`config.mk`:
```
export PLATFORM = sky130hd
export DESIGN_NAME = psum_add_arb
export DESIGN_NICKNAME = d
export VERILOG_FILES = /design/src/rtl/psum_add_arb_pkg.sv /design/src/rtl/adder_fixed.sv /design/src/rtl/psum_add_arb_rr_arbiter.sv /design/src/rtl/psum_add_arb.sv
export SDC_FILE = /design/constraint.sdc
export NUM_CORES = 1
export LEC_CHECK = 0
export BUFFER_PORTS_ARGS = -buffer_cell sky130_fd_sc_hd__clkbuf_2
export CAP_MARGIN = 10
export CORE_AREA = 4 4 88 90
export CTS_BUF_LIST = sky130_fd_sc_hd__clkbuf_4
export CTS_CLUSTER_SIZE = 24
export DETAILED_ROUTE_END_ITERATION = 10
export DIE_AREA = 0 0 92 94
export PLACE_DENSITY = 0.89
export SYNTH_ARGS = -nofsm -noshare
export SYNTH_HDL_FRONTEND = slang
export SYNTH_HIERARCHICAL = 1
export SYNTH_SLANG_ARGS = --single-unit
```
`constraint.sdc`:
```
create_clock -name clk -period 7.65 [get_ports clk]
set_clock_uncertainty 0.05 [all_clocks]
set_input_delay 1.1475 -clock clk [delete_from_list [all_inputs] [get_ports clk]]
set_output_delay 1.1475 -clock clk [all_outputs]
set_load 0.01 [all_outputs]
```
`src/rtl/psum_add_arb_pkg.sv`:
```
// Shared psum definitions: fixed-point (12,5) width, clamp limits, overflow helper.
package psum_add_arb_pkg;

   localparam int unsigned PSUM_DATA_SIZE = 12;
   localparam logic [PSUM_DATA_SIZE-1:0] PSUM_MAX = 12'h7FF;
   localparam logic [PSUM_DATA_SIZE-1:0] PSUM_MIN = 12'h800;

   typedef logic signed [PSUM_DATA_SIZE-1:0] psum_t;

   // True when the exact sign-extended sum does not fit in PSUM_DATA_SIZE bits.
   function automatic logic psum_ovf(input psum_t a, input psum_t b);
      logic [PSUM_DATA_SIZE:0] ext;
      ext = {a[PSUM_DATA_SIZE-1], a} + {b[PSUM_DATA_SIZE-1], b};
      return ext[PSUM_DATA_SIZE] ^ ext[PSUM_DATA_SIZE-1];
   endfunction

endpackage

```
`src/rtl/adder_fixed.sv`:
```
// Saturating signed fixed-point (12,5) adder; clamps to PSUM_MAX / PSUM_MIN.
module adder_fixed
   import psum_add_arb_pkg::*;
(
   input  psum_t a,
   input  psum_t b,
   output psum_t sum
);

   logic [PSUM_DATA_SIZE:0] ext;

   // Exact 13-bit sum, then clamp on overflow toward the operand sign.
   always_comb begin
      ext = {a[PSUM_DATA_SIZE-1], a} + {b[PSUM_DATA_SIZE-1], b};
      if (ext[PSUM_DATA_SIZE] ^ ext[PSUM_DATA_SIZE-1])
         sum = ext[PSUM_DATA_SIZE] ? PSUM_MIN : PSUM_MAX;
      else
         sum = ext[PSUM_DATA_SIZE-1:0];
   end

endmodule

```
`src/rtl/psum_add_arb_rr_arbiter.sv`:
```
// Combinational round-robin arbiter: first valid requester at or after ptr wins.
module rr_arbiter
   import psum_add_arb_pkg::*;
#(
   parameter int unsigned NUM_REQ = 4,
   parameter int unsigned ID_W    = $clog2(NUM_REQ)
) (
   input  logic [NUM_REQ-1:0] req,
   input  logic [ID_W-1:0]    ptr,
   output logic [NUM_REQ-1:0] grant,
   output logic [ID_W-1:0]    win,
   output logic               any_valid
);

   // Cyclic scan starting at ptr; the first hit is the winner.
   always_comb begin
      win       = '0;
      any_valid = 1'b0;
      for (int unsigned i = 0; i < NUM_REQ; i++) begin
         int unsigned idx;
         idx = (int'(ptr) + i) % NUM_REQ;
         if (!any_valid && req[ID_W'(idx)]) begin
            any_valid = 1'b1;
            win       = ID_W'(idx);
         end
      end
      grant = any_valid ? (NUM_REQ'(1) << win) : '0;
   end

endmodule

```
`src/rtl/psum_add_arb.sv`:
```
// Shared saturating psum adder with round-robin arbitration and a registered
// result (sum, winner id, saturation flag) plus a saturation-event counter.
module psum_add_arb
   import psum_add_arb_pkg::*;
#(
   parameter int unsigned NUM_REQ   = 4,
   parameter int unsigned ID_W      = $clog2(NUM_REQ),
   parameter int unsigned SAT_CNT_W = 16
) (
   input  logic                                clk,
   input  logic                                rst_n,
   input  logic [NUM_REQ-1:0]                  req_valid,
   output logic [NUM_REQ-1:0]                  req_ready,
   input  logic [NUM_REQ*PSUM_DATA_SIZE-1:0]   req_a,
   input  logic [NUM_REQ*PSUM_DATA_SIZE-1:0]   req_b,
   output logic                                out_valid,
   input  logic                                out_ready,
   output logic [PSUM_DATA_SIZE-1:0]           out_sum,
   output logic [ID_W-1:0]                     out_id,
   output logic                                out_sat,
   output logic [SAT_CNT_W-1:0]                sat_cnt,
   input  logic                                sat_clr
);

   logic [ID_W-1:0]           rr_ptr_q, rr_ptr_d;
   logic                      out_valid_q, out_valid_d;
   logic [PSUM_DATA_SIZE-1:0] out_sum_q, out_sum_d;
   logic [ID_W-1:0]           out_id_q, out_id_d;
   logic                      out_sat_q, out_sat_d;
   logic [SAT_CNT_W-1:0]      sat_cnt_q, sat_cnt_d;

   logic [NUM_REQ-1:0] grant;
   logic [ID_W-1:0]    win;
   logic               any_valid;
   logic               can_accept;
   logic               accept;
   psum_t              a_sel, b_sel, sum_sat;
   logic               sat;

   rr_arbiter #(
      .NUM_REQ (NUM_REQ),
      .ID_W    (ID_W)
   ) u_arb (
      .req       (req_valid),
      .ptr       (rr_ptr_q),
      .grant     (grant),
      .win       (win),
      .any_valid (any_valid)
   );

   // Handshake: accept only when the output slot is free or draining; no
   // ready is advertised while reset is asserted.
   always_comb begin
      can_accept = ~out_valid_q | out_ready;
      accept     = any_valid & can_accept & rst_n;
      req_ready  = grant & {NUM_REQ{can_accept & rst_n}};
   end

   // Operand mux: route the winner's A/B into the single shared adder.
   always_comb begin
      a_sel = '0;
      b_sel = '0;
      for (int unsigned i = 0; i < NUM_REQ; i++) begin
         if (ID_W'(i) == win) begin
            a_sel = req_a[i*PSUM_DATA_SIZE +: PSUM_DATA_SIZE];
            b_sel = req_b[i*PSUM_DATA_SIZE +: PSUM_DATA_SIZE];
         end
      end
      sat = psum_ovf(a_sel, b_sel);
   end

   adder_fixed u_add (
      .a   (a_sel),
      .b   (b_sel),
      .sum (sum_sat)
   );

   // Next-state: result load on accept, drain when downstream takes it,
   // pointer advance past the winner, clear-dominant saturating counter.
   always_comb begin
      rr_ptr_d    = rr_ptr_q;
      out_valid_d = out_valid_q;
      out_sum_d   = out_sum_q;
      out_id_d    = out_id_q;
      out_sat_d   = out_sat_q;
      sat_cnt_d   = sat_cnt_q;
      if (accept) begin
         out_valid_d = 1'b1;
         out_sum_d   = sum_sat;
         out_id_d    = win;
         out_sat_d   = sat;
         rr_ptr_d    = (win == ID_W'(NUM_REQ - 1)) ? '0 : win + 1'b1;
      end else if (out_ready) begin
         out_valid_d = 1'b0;
      end
      if (sat_clr)
         sat_cnt_d = '0;
      else if (accept && sat && (sat_cnt_q != '1))
         sat_cnt_d = sat_cnt_q + 1'b1;
   end

   // State registers.
   always_ff @(posedge clk or negedge rst_n) begin
      if (!rst_n) begin
         rr_ptr_q    <= '0;
         out_valid_q <= 1'b0;
         out_sum_q   <= '0;
         out_id_q    <= '0;
         out_sat_q   <= 1'b0;
         sat_cnt_q   <= '0;
      end else begin
         rr_ptr_q    <= rr_ptr_d;
         out_valid_q <= out_valid_d;
         out_sum_q   <= out_sum_d;
         out_id_q    <= out_id_d;
         out_sat_q   <= out_sat_d;
         sat_cnt_q   <= sat_cnt_d;
      end
   end

   assign out_valid = out_valid_q;
   assign out_sum   = out_sum_q;
   assign out_id    = out_id_q;
   assign out_sat   = out_sat_q;
   assign sat_cnt   = sat_cnt_q;

endmodule

```
**After elaboration in Yosys (flattened, before gate mapping)**

Index checks and enable logic that the tools add are counted.

- Input port bits: 104
- Output and inout port bits: 36
- Word-level logic and storage cells: 72
- Flip-flop bits (word level): 34

- Shift-type cells: 1
- Reduce and logical (&&, ||, !) cells: 11
- $lt $le $gt $ge: 4
- Add/sub/neg operators: 6
- Equality and inequality tests: 5
- Mux-type cells: 32
- Bitwise operators: 7

Operators by type and width:

| operator | number |
|---|---|
| two-way mux 12 bit | 10 |
| two-way mux 16 bit | 2 |
| adder 16 x 1 -> 16 bit (second input constant) | 1 |
| != test 16 bit (second input constant) | 1 |
| adder 12 x 12 -> 13 bit | 1 |
| < comparator 2 x 3 -> 1 bit (second input constant) | 4 |
| two-way mux 1 bit | 10 |
| two-way mux 2 bit | 5 |
| binary-select mux 1 bit (select 2 bit) | 4 |
| logical AND 1 bit | 5 |
| adder 2 x 1 -> 2 bit (second input constant) | 2 |
| adder 2 bit (second input constant) | 2 |
| AND 4 bit | 1 |
| == test 2 bit (first input constant) | 2 |
| two-way mux 4 bit | 1 |
| nonzero test 2 bit | 2 |
| << shifter 1 x 2 -> 4 bit (first input constant) | 1 |
| AND 1 bit | 3 |
| logical NOT 1 bit | 3 |
| == test 1 x 2 -> 1 bit (first input constant) | 1 |
| == test 2 bit (second input constant) | 1 |
| logical NOT 2 bit | 1 |
| inverter 1 bit | 1 |
| OR 1 bit | 1 |
| bitwise XOR 1 bit | 1 |

**Longest topological paths before layout**

- Depth in word-level cells: 23
- Gate-level depth with buffers: 23
- Depth with buffers taken out: 19

**Cells and area by module**

The synthesis kept the hierarchy.

Modules (own cells, without submodules):

| module | area an instance (µm²) | sequential area each (µm²) | cells an instance | times used |
|---|---|---|---|---|
| psum_add_arb | 2,939.1 | 850.8 | 369 | 1 |
| adder_fixed | 705.7 | 0.0 | 91 | 1 |
| rr_arbiter | 182.7 | 0.0 | 32 | 1 |

**Worst setup path before layout**

Ideal clock, no wire load.

- Kind: input -> register
- From: input req_valid[1]
- To: register out_sum_q[10], in the netlist out_sum[10]
- Stages: 22
- Library setup time: 0.125 ns
- Data arrival time: 5.008 ns
- Path slack: 2.467 ns
- Buffers on the path: 4
- Data required time: 7.475 ns
- Path through: buf_2 nand2b_1 a21oi_1 a211oi_2 inv_1 ha_1 buf_2 nor2b_1 clkbuf_1 a22oi_1 nor2_1 a21oi_1 o21ai_0 ha_1 nor2b_4 o31a_1 o31a_1 o21ai_1 a31oi_1 buf_6 maj3_2 mux2_2

- Cells in the longest elaborated chain, start to end: 20
- Elaborated cells on any way between the ends: 40
- Those cells by class: add/sub: 1; eq/ne: 3; mux: 26; bitwise: 3; reduce/logical: 7

RTL lines:

| element | line | text |
|---|---|---|
| from (decl) | psum_add_arb.sv:12 | `input logic [NUM_REQ-1:0] req_valid,` |
| binary-select mux 1 bit (select 2 bit) | psum_add_arb_rr_arbiter.sv:22 | `if (!any_valid && req[ID_W'(idx)]) begin` |
| two-way mux 1 bit (not written as such) | psum_add_arb_rr_arbiter.sv:22 |  |
| two-way mux 1 bit | psum_add_arb_rr_arbiter.sv:22 |  |
| logical NOT 1 bit | psum_add_arb_rr_arbiter.sv:22 |  |
| logical AND 1 bit | psum_add_arb_rr_arbiter.sv:22 |  |
| two-way mux 1 bit | psum_add_arb_rr_arbiter.sv:22 |  |
| logical NOT 1 bit | psum_add_arb_rr_arbiter.sv:22 |  |
| logical AND 1 bit | psum_add_arb_rr_arbiter.sv:22 |  |
| [4 not listed] | - |  |
| net win[0] | psum_add_arb.sv:33 | `logic [ID_W-1:0] win;` |
| logical NOT 2 bit | psum_add_arb.sv:64 | `if (ID_W'(i) == win) begin` |
| two-way mux 12 bit (3 in a row) | psum_add_arb.sv:64 |  |
| two-way mux 12 bit (*) | psum_add_arb.sv:64 |  |
| net a_sel[2] | psum_add_arb.sv:37 | `psum_t a_sel, b_sel, sum_sat;` |
| adder 12 x 12 -> 13 bit (*) | adder_fixed.sv:14 | `ext = {a[PSUM_DATA_SIZE-1], a} + {b[PSUM_DATA_SIZE-1], b};` |
| two-way mux 12 bit or bitwise XOR 1 bit (tied branches) | adder_fixed.sv:16, adder_fixed.sv:15 |  |
| two-way mux 12 bit (*) | adder_fixed.sv:15 | `if (ext[PSUM_DATA_SIZE] ^ ext[PSUM_DATA_SIZE-1])` |
| net sum_sat[10] | psum_add_arb.sv:37 |  |
| to (signal assigned) | psum_add_arb.sv:114 | `out_sum_q <= out_sum_d;` |
| to (decl) | psum_add_arb.sv:27 | `logic [PSUM_DATA_SIZE-1:0] out_sum_q, out_sum_d;` |

The timed path passes the listed nets; every way through them passes the cells marked *. The select of a mux whose other input is x is not followed.
A chain may end at the register's enable or synchronous reset.

**Worst setup path in the final report**

- From: input req_valid[0]
- To: register out_sum_q[1], in the netlist out_sum[1]

- Cells in the longest elaborated chain, start to end: 20
- Elaborated cells on any way between the ends: 40
- Those cells by class: add/sub: 1; eq/ne: 3; mux: 26; bitwise: 3; reduce/logical: 7

RTL lines:

| element | line |
|---|---|
| binary-select mux 1 bit (select 2 bit) | psum_add_arb_rr_arbiter.sv:22 |
| two-way mux 1 bit (not written as such) | psum_add_arb_rr_arbiter.sv:22 |
| two-way mux 1 bit | psum_add_arb_rr_arbiter.sv:22 |
| logical NOT 1 bit | psum_add_arb_rr_arbiter.sv:22 |
| logical AND 1 bit | psum_add_arb_rr_arbiter.sv:22 |
| two-way mux 1 bit | psum_add_arb_rr_arbiter.sv:22 |
| logical NOT 1 bit | psum_add_arb_rr_arbiter.sv:22 |
| logical AND 1 bit | psum_add_arb_rr_arbiter.sv:22 |
| [4 not listed] | - |
| net win[1] | psum_add_arb.sv:33 |
| logical NOT 2 bit | psum_add_arb.sv:64 |
| two-way mux 12 bit (3 in a row) | psum_add_arb.sv:64 |
| two-way mux 12 bit (*) | psum_add_arb.sv:64 |
| net b_sel[1] | psum_add_arb.sv:37 |
| adder 12 x 12 -> 13 bit (*) | adder_fixed.sv:14 |
| two-way mux 12 bit or bitwise XOR 1 bit (tied branches) | adder_fixed.sv:16, adder_fixed.sv:15 |
| two-way mux 12 bit (*) | adder_fixed.sv:15 |
| net sum_sat[1] | psum_add_arb.sv:37 |

Marks and branches as above.

==> impl_metrics.yaml <==
run_status:
  status: "complete, no violations"
synthesis:
  synthCells: 492
  ys_seq_area_share_pct: 22.2
  ys_warn_count: 6
  synth.area.top_cells: "dfrtp_1 22%, ha_1 9.2%, mux2_2 6.2%"
  synth.net_count: 625
  synth_area_per_cell_um2: 7.78
  synth_enable_flop_cells: 0
  synth_largest_area_cell: "dfrtp_1"
  ys_async_sr_fraction_pct: 100
  yosysUniqueCellTypes: 59
  synth_area_um2: 3830
  synth_flop_cell: "dfrtp_1"
  yosys.area.top_type_share_pct: 22.2
  synth_seq_cells: 34
clock_tree:
  ctsRootBufferMaster: "clkbuf_4"
  cts_resized: 0
  cts_tree: "done"
  postCtsSetupBuffers: 0
  cts.clk_slew.worst_paths_ns: 0.12
  cts_hold_buf: 0
  htreeDepth: 2
  tritoncts.num_buffers: 5
  clock_latency_ns: 0.36
  cts_buffer_depth: 2
  cts_sinks: 34
timing:
  period_share_pct: 76.1
  setup_viol: 0
  hold_viol: 0
  maxSlewViolCount: 0
  tns_ns: 0
  hold_ws_ns: 0.459
  finalWorstSetupSlack_ns: 1.83
  fin_crit_ns: 5.82
  worst_slew_pin_slew_ns: 1.10
  max_freq_mhz: 172
  slew_headroom_pct: 26.6
  rsz0062_at_grt: "no"
drt:
  drt_iter0_markers: 286
  vias_per_cell: 5.72
  ant_nets: 0
  dr.pass1.iters: 5
  detail_route.wl_per_cell_um: 15.3
  num_vias: 4082
  drcViolationCount: 0
  wirelength_um: 10900
setup_path:
  crit_buf_inv: 3
  cp_slowest_cell: "nor2b_1"
  crit_type: "primary input to flop"
  critPathLaunchType: "primary input"
  slowest_delay_ns: 0.75
  crit_chain: "clkbuf_2 -> a21oi_1 -> o21ai_0 -> a21oi_1 -> inv_1 -> ha_1 -> buf_4 -> nor2b_1 -> a22oi_1 -> nor2_1 -> a21oi_1 -> o21ai_0 -> ha_1 -> a211oi_1 -> nor3_1 -> nor2_1 -> o311ai_2 -> xor2_1 -> maj3_2 -> mux2_2"
  end_kind: "flop"
  critical_path_arrival_ns: 6.08
  cpLargestDelayFamily: "compound AO/OA/AOI/OAI gates"
  cp_common_cell: "a21oi_1"
  required_ns: 7.91
  cp_max_fo: 35
cells_and_area:
  layout-drive-gt1-share_pct: 31.5
  mostFrequentLayoutCells: "139 x clkbuf_2, 63 x nor2_1, 50 x nand2_1"
  final_common_cell: "clkbuf_2"
  diodes: 0
  multiInputGateArea_um2: 2760
  nNetsFinal: 748
  areaGrowthSynthToFinish_pct: 20.5
  final_util_pct: 65.3
  ff_latch_area_um2: 851
  design_area_um2: 4610
  fillers: 627
  finalNonFillerCells: 714
placed_design:
  place_inst: 707
  place_congestion: 1.00
  place_area_um2: 4540
  hpwl_um: 8760
  port_buffers: 139
  dpl_worst_slack_ns: 1.54
power_and_ir_drop:
  ir_drop_uv: 319
  finalPower_mw: 1.90
  power_density_nw_per_um2: 412
  p_leak_nw: 2.30
grt:
  antenna_found_initial: 0
  grt.total_usage_pct: 24.7
  grt_overflow: 0
  first_global_vias: 3791
  grt_pass1_wl_um: 17600
  grt_max_degree: 49
run:
  maxCapViolCount: 0
die:
  die_w_um: 92
  coreArea_um2: 7060
  ioPinCount: 140
  die_area_um2: 8650
  row_count: 31
  die-height_um: 94
  initial_core_util_pct: 54.2
hold_path:
  hold_class: "flop to flop"
## cell usage after synthesis (all sizes together), types with 2 or more instances
master  count
a221oi      2
and2        3
a31oi       2
nor3        6
clkbuf     14
nand4       5
a211oi     10
and3       10
buf        15
o21ai      37
nand3      17
maj3       11
a2111o      2
o21a        3
a21oi      49
a22oi      15
nor3b       2
ha         28
nor2b      21
nand2      50
mux2i      12
xnor2       6
and4        2
nor2       63
dfrtp      34
nand2b      7
mux2       28
inv        18
a21o        3
nand3b      2
o31a        2
## logic make-up after synthesis
kind of cell	Yosys count	share of synthesized area (%)
and+or+nand+nor	191	24.0
muxes	40	11.8
adders and majority gates	40	12.8
buffers and inverters	47	5.72
DFF	34	22.2
AOI/OAI and AO/OA	133	21.8
xor gates and xnor gates	7	1.60
## state kept, by name, summed over array words and instances, names as in the netlist
name / flops
sat_cnt: 16
out_sat: 1
rr_ptr_q: 2
out_valid: 1
out_sum: 12
out_id: 2
## final timing paths
check,start,endpoint,slack (ns),cells past startpoint
setup / recovery,req_valid[0],out_sum[1],1.83,20
hold reg to reg,out_id[1],out_id[1],0.46,2
max in group asynchronous,rst_n,out_sum[8],6.12,1
hold / removal,out_id[1],out_id[1],0.46,2
setup reg to reg,rr_ptr_q[1],out_sum[1],2.19,19
min in group asynchronous,rst_n,out_sum[1],0.85,1
## metal layers
metal | vias up | part of all wire (%) | GRT usage [%]
li1 | 2009 | - | -
met3 | 14 | 7.0 | 3.93
met1 | 1902 | 43 | 32.5
met2 | 157 | 49 | 43.2
met5 | - | 0 | 0
met4 | 0 | 1.4 | 4.70
## report_power, final
group	total (mW)	switching (mW)	internal [mW]
combinational	1.50	0.840	0.661
clock	0.129	0.0629	0.0661
sequential	0.268	0.0378	0.231
total	1.90	0.940	0.958
## area by class of cell
type / instances / share of cell area, %
Tap cell: 99 / 2.69
Clock buffer: 5 / 0.814
Timing Repair Buffer: 145 / 16.1
Sequential cell: 34 / 18.4
Multi-Input combinational cell: 411 / 59.8
Inverter: 18 / 1.47
Clock inverter: 2 / 0.733
## tightest hold or removal path: stages (launching register included)
cell and delay [ns]:
dfrtp_1 0.36, nand2_1 0.05, o21ai_0 0.07
Note: power is estimated with default switching activity, not from simulation.
